## src/rtl/mult8_nibble_seq_if.sv

```systemverilog
// ============================================================================
// Module      : mult8_nibble_seq_if
// Description : Request/result handshake bundle for mult8_nibble_seq.
//               master = requester/consumer side, slave = sequencer side.
//   Request : in_valid, in_ready, in_a[7:0], in_b[7:0], in_tag[TAG_W-1:0]
//   Result  : out_valid, out_ready, out_p[15:0], out_tag[TAG_W-1:0]
// Revision    : 1.0 - initial release
// ============================================================================
`default_nettype none

interface mult8_nibble_seq_if #(
    parameter int TAG_W = 4
) ();
    logic             in_valid;
    logic             in_ready;
    logic [7:0]       in_a;
    logic [7:0]       in_b;
    logic [TAG_W-1:0] in_tag;
    logic             out_valid;
    logic             out_ready;
    logic [15:0]      out_p;
    logic [TAG_W-1:0] out_tag;

    modport master (
        output in_valid, in_a, in_b, in_tag, out_ready,
        input  in_ready, out_valid, out_p, out_tag
    );

    modport slave (
        input  in_valid, in_a, in_b, in_tag, out_ready,
        output in_ready, out_valid, out_p, out_tag
    );
endinterface

`default_nettype wire

```

## src/rtl/mult8_nibble_seq.sv

```systemverilog
// ============================================================================
// Module      : mult8_nibble_seq
// Description : 8x8 -> 16-bit multiplier sequencer that time-multiplexes one
//               external 4x4 combinational multiplier over four nibble
//               partial products (4 cycles of MUL per request).
// Ports       : clk, rst_n (async, active low)
//               bus      - mult8_nibble_seq_if.slave request/result handshake
//               busy     - high while in MUL or DONE
//               core_a/b - registered nibble operands to the 4x4 core
//               core_p   - combinational 8-bit product from the 4x4 core
// Option      : define MULT8_NIBBLE_SEQ_SIGNED_EN for two's complement
//               operands (magnitudes multiplied, sign applied at the end).
// Revision    : 1.0 - initial release
// ============================================================================
`default_nettype none

module mult8_nibble_seq #(
    parameter int TAG_W = 4
) (
    input  wire logic               clk,
    input  wire logic               rst_n,
    mult8_nibble_seq_if.slave       bus,
    output logic                    busy,
    output logic [3:0]              core_a,
    output logic [3:0]              core_b,
    input  wire logic [7:0]         core_p
);

    typedef enum logic [1:0] {
        IDLE = 2'd0,
        MUL  = 2'd1,
        DONE = 2'd2
    } state_t;

    state_t           state;
    logic [1:0]       s;
    logic [7:0]       op_a;
    logic [7:0]       op_b;
    logic [TAG_W-1:0] tag_hold;
    logic [15:0]      acc;
    logic [15:0]      prod;
    logic [TAG_W-1:0] prod_tag;

    logic [7:0]       a_mag;
    logic [7:0]       b_mag;
    logic [3:0]       shift;
    logic [15:0]      term;
    logic [15:0]      acc_sum;
    logic [15:0]      final_p;
    logic [1:0]       s_next;
    logic [3:0]       next_a;
    logic [3:0]       next_b;

`ifdef MULT8_NIBBLE_SEQ_SIGNED_EN
    logic             neg;

    // 8'd0 - 8'h80 wraps to 8'h80, which is the required |-128| magnitude.
    assign a_mag   = bus.in_a[7] ? (8'd0 - bus.in_a) : bus.in_a;
    assign b_mag   = bus.in_b[7] ? (8'd0 - bus.in_b) : bus.in_b;
    assign final_p = neg ? (16'd0 - acc_sum) : acc_sum;
`else
    assign a_mag   = bus.in_a;
    assign b_mag   = bus.in_b;
    assign final_p = acc_sum;
`endif

    // Step s selects A nibble by s[0] and B nibble by s[1]; the shift is
    // 4 * (number of high nibbles involved): 0, 4, 4, 8.
    assign shift   = {s[0] & s[1], s[0] ^ s[1], 2'b00};
    assign term    = {8'b0, core_p} << shift;
    assign acc_sum = acc + term;

    // Core operands are registered, so they are loaded one cycle ahead with
    // the nibbles of the step that follows.
    assign s_next  = s + 2'd1;
    assign next_a  = s_next[0] ? op_a[7:4] : op_a[3:0];
    assign next_b  = s_next[1] ? op_b[7:4] : op_b[3:0];

    always_ff @(posedge clk or negedge rst_n) begin
        if (!rst_n) begin
            state    <= IDLE;
            s        <= 2'd0;
            op_a     <= 8'd0;
            op_b     <= 8'd0;
            tag_hold <= '0;
            acc      <= 16'd0;
            prod     <= 16'd0;
            prod_tag <= '0;
            core_a   <= 4'd0;
            core_b   <= 4'd0;
`ifdef MULT8_NIBBLE_SEQ_SIGNED_EN
            neg      <= 1'b0;
`endif
        end else begin
            case (state)
                IDLE: begin
                    if (bus.in_valid) begin
                        op_a     <= a_mag;
                        op_b     <= b_mag;
                        tag_hold <= bus.in_tag;
                        acc      <= 16'd0;
                        s        <= 2'd0;
                        core_a   <= a_mag[3:0];
                        core_b   <= b_mag[3:0];
`ifdef MULT8_NIBBLE_SEQ_SIGNED_EN
                        neg      <= bus.in_a[7] ^ bus.in_b[7];
`endif
                        state    <= MUL;
                    end
                end
                MUL: begin
                    acc <= acc_sum;
                    s   <= s_next;
                    if (s == 2'd3) begin
                        prod     <= final_p;
                        prod_tag <= tag_hold;
                        core_a   <= 4'd0;
                        core_b   <= 4'd0;
                        state    <= DONE;
                    end else begin
                        core_a   <= next_a;
                        core_b   <= next_b;
                    end
                end
                DONE: begin
                    if (bus.out_ready) begin
                        state <= IDLE;
                    end
                end
                default: begin
                    state <= IDLE;
                end
            endcase
        end
    end

    // Handshake flags decode registered state only.
    assign bus.in_ready  = (state == IDLE);
    assign bus.out_valid = (state == DONE);
    assign busy          = (state == MUL) || (state == DONE);
    assign bus.out_p     = prod;
    assign bus.out_tag   = prod_tag;

endmodule

`default_nettype wire
```

## src/flat_wrapper.sv

```systemverilog
// flat-port wrapper written by rule: the top's interface ports become plain ports
module mult8_nibble_seq_flat 
#(
    parameter int TAG_W = 4
)
  (clk, rst_n, busy, core_a, core_b, core_p, bus_in_valid, bus_in_a, bus_in_b, bus_in_tag, bus_out_ready, bus_in_ready, bus_out_valid, bus_out_p, bus_out_tag);
  mult8_nibble_seq_if #(.TAG_W(TAG_W)) bus_i ();
  input  wire logic clk;
  input  wire logic rst_n;
  output logic busy;
  output logic [3:0] core_a;
  output logic [3:0] core_b;
  input  wire logic [7:0] core_p;
  input wire logic [$bits(bus_i.in_valid)-1:0] bus_in_valid;
  input wire logic [$bits(bus_i.in_a)-1:0] bus_in_a;
  input wire logic [$bits(bus_i.in_b)-1:0] bus_in_b;
  input wire logic [$bits(bus_i.in_tag)-1:0] bus_in_tag;
  input wire logic [$bits(bus_i.out_ready)-1:0] bus_out_ready;
  output wire logic [$bits(bus_i.in_ready)-1:0] bus_in_ready;
  output wire logic [$bits(bus_i.out_valid)-1:0] bus_out_valid;
  output wire logic [$bits(bus_i.out_p)-1:0] bus_out_p;
  output wire logic [$bits(bus_i.out_tag)-1:0] bus_out_tag;
  assign bus_i.in_valid = bus_in_valid;
  assign bus_i.in_a = bus_in_a;
  assign bus_i.in_b = bus_in_b;
  assign bus_i.in_tag = bus_in_tag;
  assign bus_i.out_ready = bus_out_ready;
  assign bus_in_ready = bus_i.in_ready;
  assign bus_out_valid = bus_i.out_valid;
  assign bus_out_p = bus_i.out_p;
  assign bus_out_tag = bus_i.out_tag;
  mult8_nibble_seq #(.TAG_W(TAG_W)) u_core (.clk(clk), .rst_n(rst_n), .bus(bus_i), .busy(busy), .core_a(core_a), .core_b(core_b), .core_p(core_p));
endmodule
```

## config.mk

```make
export PLATFORM = sky130hd
export DESIGN_NAME = mult8_nibble_seq_flat
export DESIGN_NICKNAME = d
export VERILOG_FILES = /design/src/rtl/mult8_nibble_seq_if.sv /design/src/rtl/mult8_nibble_seq.sv /design/src/flat_wrapper.sv
export SDC_FILE = /design/constraint.sdc
export NUM_CORES = 1
export LEC_CHECK = 0
export ABC_AREA = 0
export BUFFER_PORTS_ARGS = -buffer_cell sky130_fd_sc_hd__buf_4
export CAP_MARGIN = 20
export CORE_UTILIZATION = 51
export CTS_CLUSTER_SIZE = 24
export DETAILED_ROUTE_END_ITERATION = 6
export PLACE_DENSITY = 0.86
export SLEW_MARGIN = 20
export SYNTH_ARGS = -nofsm -noshare
export SYNTH_HDL_FRONTEND = slang
export SYNTH_SLANG_ARGS = --single-unit
export TNS_END_PERCENT = 50
```

## constraint.sdc

```tcl
create_clock -name clk -period 2.68 [get_ports clk]
set_input_delay 0.268 -clock clk [delete_from_list [all_inputs] [get_ports clk]]
set_output_delay 0.268 -clock clk [all_outputs]
set_load 0.02 [all_outputs]
```

==> results of run 1 <==
-- flip-flops by register name (all words and copies together) (netlist names) --
name                flops
u_core.state            2
u_core.acc             16
u_core.tag_hold         4
u_core.s                2
u_core.core_a           4
u_core.core_b           4
u_core.op_a             8
u_core.op_b             8
u_core.bus.out_tag      4
u_core.bus.out_p       16
-- power groups by stage --
stage / sequential, mW / combinational, mW / clock [mW]
after floorplan: 2.04 / 2.73 / 0
after global placement: 1.82 / 4.04 / 0
after detailed placement: 1.84 / 4.19 / 0
after CTS: 1.83 / 4.29 / 0.811
after global routing: 1.91 / 5.15 / 0.865
final: 1.85 / 4.77 / 0.794
-- routing by layer --
| metal | vias up | share of wire |
|---|---|---|
| li1 | 1445 | - |
| met1 | 1560 | 0.41 |
| met2 | 125 | 0.50 |
| met3 | 21 | 0.071 |
| met4 | 0 | 0.020 |
| met5 | - | 0 |
-- metrics by stage --
| stage | cells | area (µm²) | util | worst slack [ps] |
|---|---|---|---|---|
| 2_1_floorplan | 351 | 3870 | - | 3.11 |
| 3_3_place_gp | 517 | 4530 | 0.625 | 54.1 |
| 3_5_place_dp | 517 | 4530 | 0.625 | -81.9 |
| 4_1_cts | 536 | 4760 | 0.656 | -11.5 |
| 5_1_grt | 539 | 4980 | 0.687 | -132 |
| 6_report | 539 | 4980 | 0.687 | -43.3 |
-- area by class of cell --
type | count | area (µm²) | area share
clock buffers | 10 | 138 | 0.0276
clock inverters | 6 | 46.3 | 0.00930
inverters | 6 | 22.5 | 0.00452
multi-input cells | 260 | 2270 | 0.456
flip-flops and latches | 68 | 1700 | 0.342
well taps | 99 | 124 | 0.0249
repair buffers | 90 | 679 | 0.136
-- worst min path at each step --
| stage | startpoint | endpoint | slack, ps | cells after the start |
|---|---|---|---|---|
| after floorplan | rst_n | u_core.acc[0] | -30 | 0 |
| after global placement | rst_n | u_core.bus.out_p[8] | 430 | 1 |
| after detailed placement | rst_n | u_core.acc[8] | 430 | 1 |
| after CTS | rst_n | u_core.acc[8] | 50 | 1 |
| after global routing | rst_n | u_core.acc[8] | 100 | 1 |
| final | rst_n | u_core.acc[8] | 30 | 1 |
-- timing repair --
action | in CTS | in global routing
endpoints found under the hold margin | 0 | 0
setup endpoints to repair | 8 | 18
hold buffers | 0 | 0
buffers inserted | 3 | 3
resized for setup | 4 | 35
pin swaps | 5 | 24
-- logic make-up (layout without fill, tap and decap cells) --
group           count (synthesis)  after routing
fa+ha+maj                      20             20
flops                          68             68
simple gates                   91             91
xor+xnor                       10             10
mux                            52             52
compound gates                 87             87
buf+inv                        23            112
-- placed cells by master (no fill, tap or decap), drive strengths merged, types with 8 or more instances in the layout --
cell type,netlist,layout
o21ai,18,18
a22o,15,15
dfrtp,68,68
buf,8,90
nor2,31,31
a21oi,28,28
nand2,21,21
mux2i,17,17
xnor2,8,8
mux2,35,35
inv,6,8
clkbuf,9,10
nand3,10,10
ha,19,19
==> flow_summary_export.csv, run 1 <==
group,metric,value,unit
pwr,power.density,1490,nW/µm²
floorplan,initial_utilization,0.530,
sta,whs,30.3,ps
worst_setup_path,cp-start-kind,"flop",
synth,synth_area_leaders,"dfrtp_1 44%, mux2_2 10%, ha_1 6.2%",
global_routing,grt_pass1_wl,15.2,mm
global_routing,antenna_found_initial,0,
synth,ys.flop_type,"dfrtp_1",
route,post-route-drc-count,0,
pwr,power,7.41,mW
worst_hold_path,min_path_type,"in -> async",
global_routing,grt_usage,0.256,
cells_and_area,drive_gt1_frac,0.425,
synth,synth_compound_area_frac,0.174,
run,drv_cap,0,
global_routing,grt_pass1_vias,3138,
worst_setup_path,critPathMaxStageDelay,450,ps
clock_tree,h-tree-depth,3,
synth,synthArstFlopShare,1.00,
placement,numPortBuffers,62,
pwr,p_comb_frac,0.643,
pwr,p_sw,3.25,mW
worst_setup_path,crit_buf_inv,0,
synth,synthDistinctLibCells,51,
worst_setup_path,cp.required,2950,ps
clock_tree,clk-insertion-delay-late,340,ps
worst_setup_path,cp_common_cell,"ha_4",
clock_tree,numCtsBuffers,9,
global_routing,met1_usage,0.322,
global_routing,grt_use_met2,0.428,
run_status,violations,"negative setup slack",
cells_and_area,nFillCells,555,
worst_setup_path,worstSetupPathDepth,10,
worst_setup_path,cp_slowest_cell,"or4_1",
synth,ys_top_cells_by_count,"68 x dfrtp_1, 35 x mux2_2, 31 x nor2_1",
route,dr.pass1.iters,4,
pwr,power_frac_seq,0.250,
synth,yosysMostFrequentCell,"dfrtp_1",
run_status,status,"finished with violations",
sta,tightest_slew,948,ps
route,wl_per_cell,17.7,µm
synth,netlist_area,3840,µm²
floorplan,design.die.area,7890,µm²
clock_tree,cts_tree,"yes",
sta,setup_ws,-43.3,ps
worst_setup_path,r2r_end,"u_core.acc[12]",
synth,synthesis.nets,403,
floorplan,io_pins,63,
clock_tree,clk_path_buf_depth,2,
synth,syn_inst,351,
sta,fmax,0.367,GHz
worst_setup_path,path_cells,"ha_4 > nor2_2 > and2_4 > ha_4 > fa_2 > a21oi_4 > o221a_4 > a22oi_2 > or4_1 > nand3_1",
floorplan,design.core.area,7250,µm²
worst_setup_path,worstRegToRegCells,10,
global_routing,grt-ovfl-total,0,
worst_setup_path,rr_startpoint,"u_core.s[0]",
route,viasPerCell,5.85,
worst_setup_path,critPathLaunch,"u_core.s[0]",
worst_setup_path,worst-path-max-fanout,7,
sta,fin_skew,5.83,ps
synth,synth_xor_area_frac,0.0228,
synth,syn-mean-instance-area,11.0,µm²
synth,yosys.area_share.simple,0.117,
synth,synth_mux_area_frac,0.147,
cells_and_area,fin_nets,487,
clock_tree,path_clk_slew,80,ps
route,drt-total-wl,9.54,mm
synth,yosys_warnings,0,
worst_setup_path,endpoint_kind,"flop",
route,vias,3151,
worst_setup_path,crit_arrival,2990,ps
pwr,p_clk_frac,0.107,
floorplan,num_rows,31,
cells_and_area,n_antenna_cell,0,
global_routing,grt.met3_usage,0.0718,
global_routing,busiest_layer,"met2",
cells_and_area,area_growth_syn_to_layout,29.6,%
floorplan,chipHeight,88.8,µm
sta,timing.slew.headroom,0.367,
sta,hold_violations,0,
synth,netlist.area_leader.share,0.443,
sta,fin_tns_setup,-43.3,ps
pwr,p_leak,2.22,nW
route,drtIter0Drc,164,
sta,min_period,2720,ps
worst_setup_path,rrSetupSlack,-40,ps
floorplan,chipWidth,88.8,µm
clock_tree,cts_sinks,68,
synth,synth_top_family_by_area,"compound AO/OA/AOI/OAI gates",
clock_tree,cts_root_buf,"clkbuf_8",
sta,slew_violations,0,
synth,yosysTopAreaCell,"dfrtp_1",
synth,seq_area_frac_synth,0.443,
pwr,p_int,4.16,mW
synth,synth_edf_count,0,
sta,rsz0062_at_grt,"yes",
sta,setup_viol,1,
pwr,p_sw_frac,0.438,
synth,synth-seq-cells,68,
worst_setup_path,crit_end,"u_core.acc[12]",
sta,fin_crit_sh,1.02,
placement,post-dp-hpwl,6.51,mm
worst_setup_path,crit_type,"reg -> reg",
worst_setup_path,cp_top_family,"adder cells",
route,antenna_left,0,
pwr,vdd.ir_drop.worst,0.825,mV
global_routing,grt_max_degree,69,
placement,finalWeightedCongestion,0.930,
synth,synthAdderAreaFrac,0.0671,
(Power assumes the default switching activity.)
==> inputs of run 2 (changes only) <==
--- a/config.mk
+++ b/config.mk
@@ -11,7 +11,7 @@
 export CORE_UTILIZATION = 51
 export CTS_CLUSTER_SIZE = 24
 export DETAILED_ROUTE_END_ITERATION = 6
-export PLACE_DENSITY = 0.86
+export PLACE_DENSITY_LB_ADDON = 0.1
 export SLEW_MARGIN = 20
 export SYNTH_ARGS = -nofsm -noshare
 export SYNTH_HDL_FRONTEND = slang
==> flow_summary_export.csv, run 2 (same netlist as run 1, synthesis figures left out) <==
group,metric,value,unit
cells_and_area,drive_gt1_frac,0.410,
floorplan,io_pins,63,
route,antenna_left,0,
pwr,p_sw_frac,0.428,
clock_tree,h-tree-depth,3,
route,drt-total-wl,9.13,mm
sta,setup_viol,0,
placement,place_inst,514,
sta,fin_skew,10.7,ps
worst_setup_path,cp_slowest_cell,"dfrtp_1",
placement,finalWeightedCongestion,0.930,
clock_tree,cts_tree,"yes",
sta,slew_violations,0,
clock_tree,cts_root_buf,"clkbuf_8",
worst_setup_path,cp-start-kind,"flop",
global_routing,grt-ovfl-total,0,
cells_and_area,fin_nets,484,
pwr,vdd.ir_drop.worst,0.929,mV
pwr,p_comb_frac,0.621,
route,viasPerCell,5.63,
sta,timing.slew.headroom,0.349,
clock_tree,clk_path_buf_depth,2,
run_status,status,"finished clean",
clock_tree,path_clk_slew,80,ps
worst_setup_path,crit_type,"reg -> reg",
worst_hold_path,min_path_type,"in -> async",
route,drtIter0Drc,118,
cells_and_area,n_antenna_cell,0,
route,vias,3017,
pwr,p_leak,2.23,nW
sta,setup_ws,17.7,ps
worst_setup_path,endpoint_kind,"flop",
sta,whs,18.6,ps
pwr,p_sw,3.14,mW
sta,rsz0062_at_grt,"yes",
floorplan,chipHeight,88.8,µm
cells_and_area,layout_common_cells,"86 x buf_4, 68 x dfrtp_1, 35 x mux2_2",
global_routing,antenna_found_initial,0,
route,wl_per_cell,17.0,µm
cells_and_area,final_common_cell,"buf_4",
global_routing,grt_pass1_vias,3011,
worst_setup_path,worstRegToRegCells,10,
floorplan,design.core.area,7250,µm²
placement,post-dp-hpwl,6.29,mm
global_routing,grt_pass1_wl,14.6,mm
pwr,power.density,1490,nW/µm²
placement,place_ws,-32.6,ps
pwr,p_int,4.19,mW
pwr,power_frac_seq,0.250,
route,dr.pass1.iters,7,
floorplan,initial_utilization,0.530,
clock_tree,clk-insertion-delay-late,350,ps
run,drv_cap,0,
sta,fin_crit_sh,0.993,
pwr,p_clk_frac,0.129,
worst_setup_path,worst-path-max-fanout,8,
global_routing,grt_usage,0.248,
floorplan,chipWidth,88.8,µm
global_routing,grt_max_degree,69,
sta,tightest_slew,976,ps
floorplan,design.die.area,7890,µm²
floorplan,num_rows,31,
clock_tree,hold_buffers,0,
route,post-route-drc-count,0,
worst_setup_path,critPathMaxStageDelay,410,ps
worst_setup_path,crit_arrival,2900,ps
sta,min_period,2660,ps
placement,numPortBuffers,62,
pwr,power,7.33,mW
sta,hold_violations,0,
worst_setup_path,path_cells,"ha_4 > nor2_4 > and2_4 > ha_4 > fa_2 > a21oi_4 > o221a_4 > a22oi_2 > or4_1 > o311ai_1",
worst_setup_path,cp.required,2920,ps
sta,fmax,0.376,GHz
clock_tree,numCtsBuffers,9,
cells_and_area,final_cell_count_no_fill,536,
clock_tree,cts_sinks,68,
worst_setup_path,cp_common_cell,"ha_4",
cells_and_area,area_growth_syn_to_layout,28.2,%
## run 2: cell count changes in the layout (fill, tap and decap cells not counted), moves of 2 or more
cell	previous run	this run
ha_4	9	5
buf_4	89	86
ha_1	9	12
bufinv_16	0	2
inv_6	2	0
mux2i_2	2	4
mux2i_4	2	0
nor2_2	3	1
## run 2: worst paths after layout
check	start	to	slack [ps]
hold / removal	rst_n	u_core.bus.out_p[8]	20
setup reg to reg	u_core.s[0]	u_core.bus.out_p[12]	20
hold reg to reg	u_core.bus.out_p[14]	u_core.bus.out_p[14]	480
min in group clk	bus_in_a[4]	u_core.op_a[4]	140
setup / recovery	u_core.s[0]	u_core.bus.out_p[12]	20
max in group asynchronous	rst_n	u_core.op_a[1]	2110
## run 2: area by class of cell
cell class	count	area, µm²
Clock buffer	10	128
Fill cell	560	2330
Tap cell	99	124
Clock inverter	6	88.8
Timing Repair Buffer	87	657
Inverter	6	22.5
Sequential cell	68	1700
Multi-Input combinational cell	260	2210
## run 2: critical path, delay by kind of cell (launching register included)
family | cells | cell delay [ps]
AO/OA/AOI/OAI | 4 | 580
adder cells (fa/ha/maj) | 3 | 920
flip-flops | 1 | 410
AND/OR/NAND/NOR | 3 | 630
## run 2: routing by layer
metal	vias up	share of wire	GRT usage
met2	76	0.49	0.403
li1	1436	-	-
met3	21	0.046	0.0616
met4	0	0.027	0.111
met5	-	0	0
met1	1484	0.43	0.315
## run 2: through the flow
stage	TNS [ps]	utilization	area (µm²)
after floorplan	0	-	3870
after global placement	0	0.622	4510
after detailed placement	-46.6	0.622	4510
after CTS	0	0.655	4750
after global routing	-637	0.679	4930
final	0	0.679	4930
## run 2: timing repair
action	in CTS	in global routing
pin swaps	6	18
setup buffers	1	5
gates cloned	0	0
endpoints found under the setup margin	7	18
gates resized for setup	5	28
## run 2: power groups by stage
stage	logic, mW	registers [mW]	clock network [mW]
6_report	4.55	1.83	0.946
5_1_grt	4.95	1.89	1.01
4_1_cts	4.19	1.83	0.963
3_5_place_dp	4.13	1.83	0
3_3_place_gp	4.05	1.82	0
2_1_floorplan	2.73	2.04	0
==> inputs of run 3 (changes only) <==
--- a/config.mk
+++ b/config.mk
@@ -12,8 +12,9 @@
 export CTS_CLUSTER_SIZE = 24
 export DETAILED_ROUTE_END_ITERATION = 6
 export PLACE_DENSITY_LB_ADDON = 0.1
+export RECOVER_POWER = 25
 export SLEW_MARGIN = 20
 export SYNTH_ARGS = -nofsm -noshare
 export SYNTH_HDL_FRONTEND = slang
 export SYNTH_SLANG_ARGS = --single-unit
-export TNS_END_PERCENT = 50
+export TNS_END_PERCENT = 100
==> flow_summary_export.csv, run 3 (same netlist as run 1, synthesis figures left out) <==
group,metric,value,unit
run_status,status,"finished with violations",
run_status,violations,"max-capacitance violations, max-slew violations",
floorplan,initial_utilization,0.530,
pwr,p_leak,2.23,nW
placement,finalWeightedCongestion,0.930,
pwr,p_comb_frac,0.620,
pwr,p_sw,3.13,mW
route,antenna_left,0,
worst_setup_path,endpoint_kind,"flop",
cells_and_area,seq_area,1700,µm²
pwr,vdd.ir_drop.worst,0.928,mV
worst_setup_path,cp-start-kind,"flop",
cells_and_area,final_common_cell,"buf_4",
clock_tree,path_clk_slew,80,ps
clock_tree,cts_sinks,68,
worst_hold_path,min_to,"u_core.op_a[4]",
floorplan,num_rows,31,
pwr,power_frac_seq,0.251,
worst_setup_path,crit_arrival,2900,ps
clock_tree,hold_buffers,0,
clock_tree,clk_path_buf_depth,2,
route,drtIter0Drc,112,
route,wl_per_cell,16.9,µm
route,drt-total-wl,9.08,mm
pwr,p_clk_frac,0.129,
sta,slew_violations,69,
cells_and_area,nFillCells,561,
worst_setup_path,r2r_end,"u_core.bus.out_p[12]",
floorplan,design.die.area,7890,µm²
sta,fmax,0.376,GHz
route,dr.pass1.iters,4,
worst_setup_path,cp.required,2920,ps
clock_tree,numCtsBuffers,9,
clock_tree,cts_root_buf,"clkbuf_8",
route,vias,3017,
floorplan,chipHeight,88.8,µm
sta,fin_skew,10.2,ps
sta,setup_viol,0,
floorplan,io_pins,63,
worst_hold_path,min_from,"bus_in_a[4]",
pwr,power.density,1490,nW/µm²
global_routing,grt_pass1_vias,3011,
sta,rsz0062_at_grt,"yes",
cells_and_area,drive_gt1_frac,0.410,
worst_setup_path,worstRegToRegCells,10,
placement,place_inst,514,
placement,numPortBuffers,62,
floorplan,design.core.area,7250,µm²
sta,timing.slew.headroom,-0.0976,
sta,whs,144,ps
global_routing,antenna_found_initial,0,
route,post-route-drc-count,0,
worst_hold_path,min_path_type,"in -> reg",
run,drv_cap,1,
cells_and_area,multi_input_area,2210,µm²
sta,min_period,2660,ps
cells_and_area,utilization,0.679,
cells_and_area,n_antenna_cell,0,
cells_and_area,layout_common_cells,"85 x buf_4, 68 x dfrtp_1, 35 x mux2_2",
sta,fin_crit_sh,0.993,
placement,post-dp-hpwl,6.29,mm
global_routing,grt_usage,0.248,
worst_setup_path,crit_type,"reg -> reg",
global_routing,grt-ovfl-total,0,
sta,tightest_slew,1650,ps
worst_setup_path,worst-path-max-fanout,8,
clock_tree,cts_tree,"yes",
route,viasPerCell,5.63,
pwr,p_sw_frac,0.428,
clock_tree,h-tree-depth,3,
sta,hold_violations,0,
cells_and_area,final_cell_count_no_fill,536,
global_routing,grt_max_degree,69,
cells_and_area,fin_nets,484,
pwr,p_int,4.19,mW
pwr,power,7.32,mW
cells_and_area,area_growth_syn_to_layout,28.1,%
worst_setup_path,rr_startpoint,"u_core.s[0]",
floorplan,chipWidth,88.8,µm
clock_tree,clk-insertion-delay-late,350,ps
global_routing,grt_pass1_wl,14.6,mm
worst_hold_path,hold_path_depth,2,
worst_setup_path,rrSetupSlack,20,ps
run 3: worst max-delay path by stage:
stage / startpoint / endpoint / slack [ps]
floorplan: u_core.s[0] / u_core.bus.out_p[12] / 3
global placement: u_core.s[0] / u_core.bus.out_p[12] / 40
detailed placement: u_core.s[1] / u_core.bus.out_p[12] / -30
CTS: u_core.s[0] / u_core.acc[12] / 20
global route: u_core.s[0] / u_core.bus.out_p[13] / -70
finish: u_core.s[0] / u_core.bus.out_p[12] / 20
run 3: critical path, stage by stage (launching register included):
cell,delay [ps]
dfrtp_1,410
ha_4,370
nor2_4,60
and2_4,160
ha_4,160
fa_2,390
a21oi_4,170
o221a_4,240
a22oi_2,90
or4_1,410
o311ai_1,80
run 3: power groups by stage:
stage / Combinational, mW / Sequential, mW / Clock [mW]
6_report: 4.54 / 1.83 / 0.947
5_1_grt: 4.95 / 1.89 / 1.01
4_1_cts: 4.19 / 1.83 / 0.963
3_5_place_dp: 4.13 / 1.83 / 0
3_3_place_gp: 4.05 / 1.82 / 0
2_1_floorplan: 2.73 / 2.04 / 0
run 3: cell type report:
class / instances / area share
Clock buffer: 10 / 0.0259
Inverter: 6 / 0.00457
Tap cell: 99 / 0.0252
Clock inverter: 6 / 0.0180
Timing Repair Buffer: 87 / 0.133
Multi-Input combinational cell: 260 / 0.448
Sequential cell: 68 / 0.346
run 3: layer usage:
metal  vias up  global-route usage  routed length [µm]
met5         -                   0                   0
met4         0               0.111                 250
met3        21              0.0616                 471
met2        78               0.403                4460
met1      1478               0.315                3900
li1       1440                   -                   -
run 3: through the flow:
stage,TNS [ps],setup slack [ps],cell area (µm²)
finish,0,17.5,4920
global route,-609,-65.3,4920
CTS,0,18.5,4750
detailed placement,-46.6,-32.6,4510
global placement,0,44.5,4510
floorplan,0,3.11,3870
run 3: what timing repair did:
item | CTS | global route
pin swaps | 6 | 18
setup endpoints to repair | 7 | 18
buffers inserted | 1 | 5
resized for setup | 5 | 28
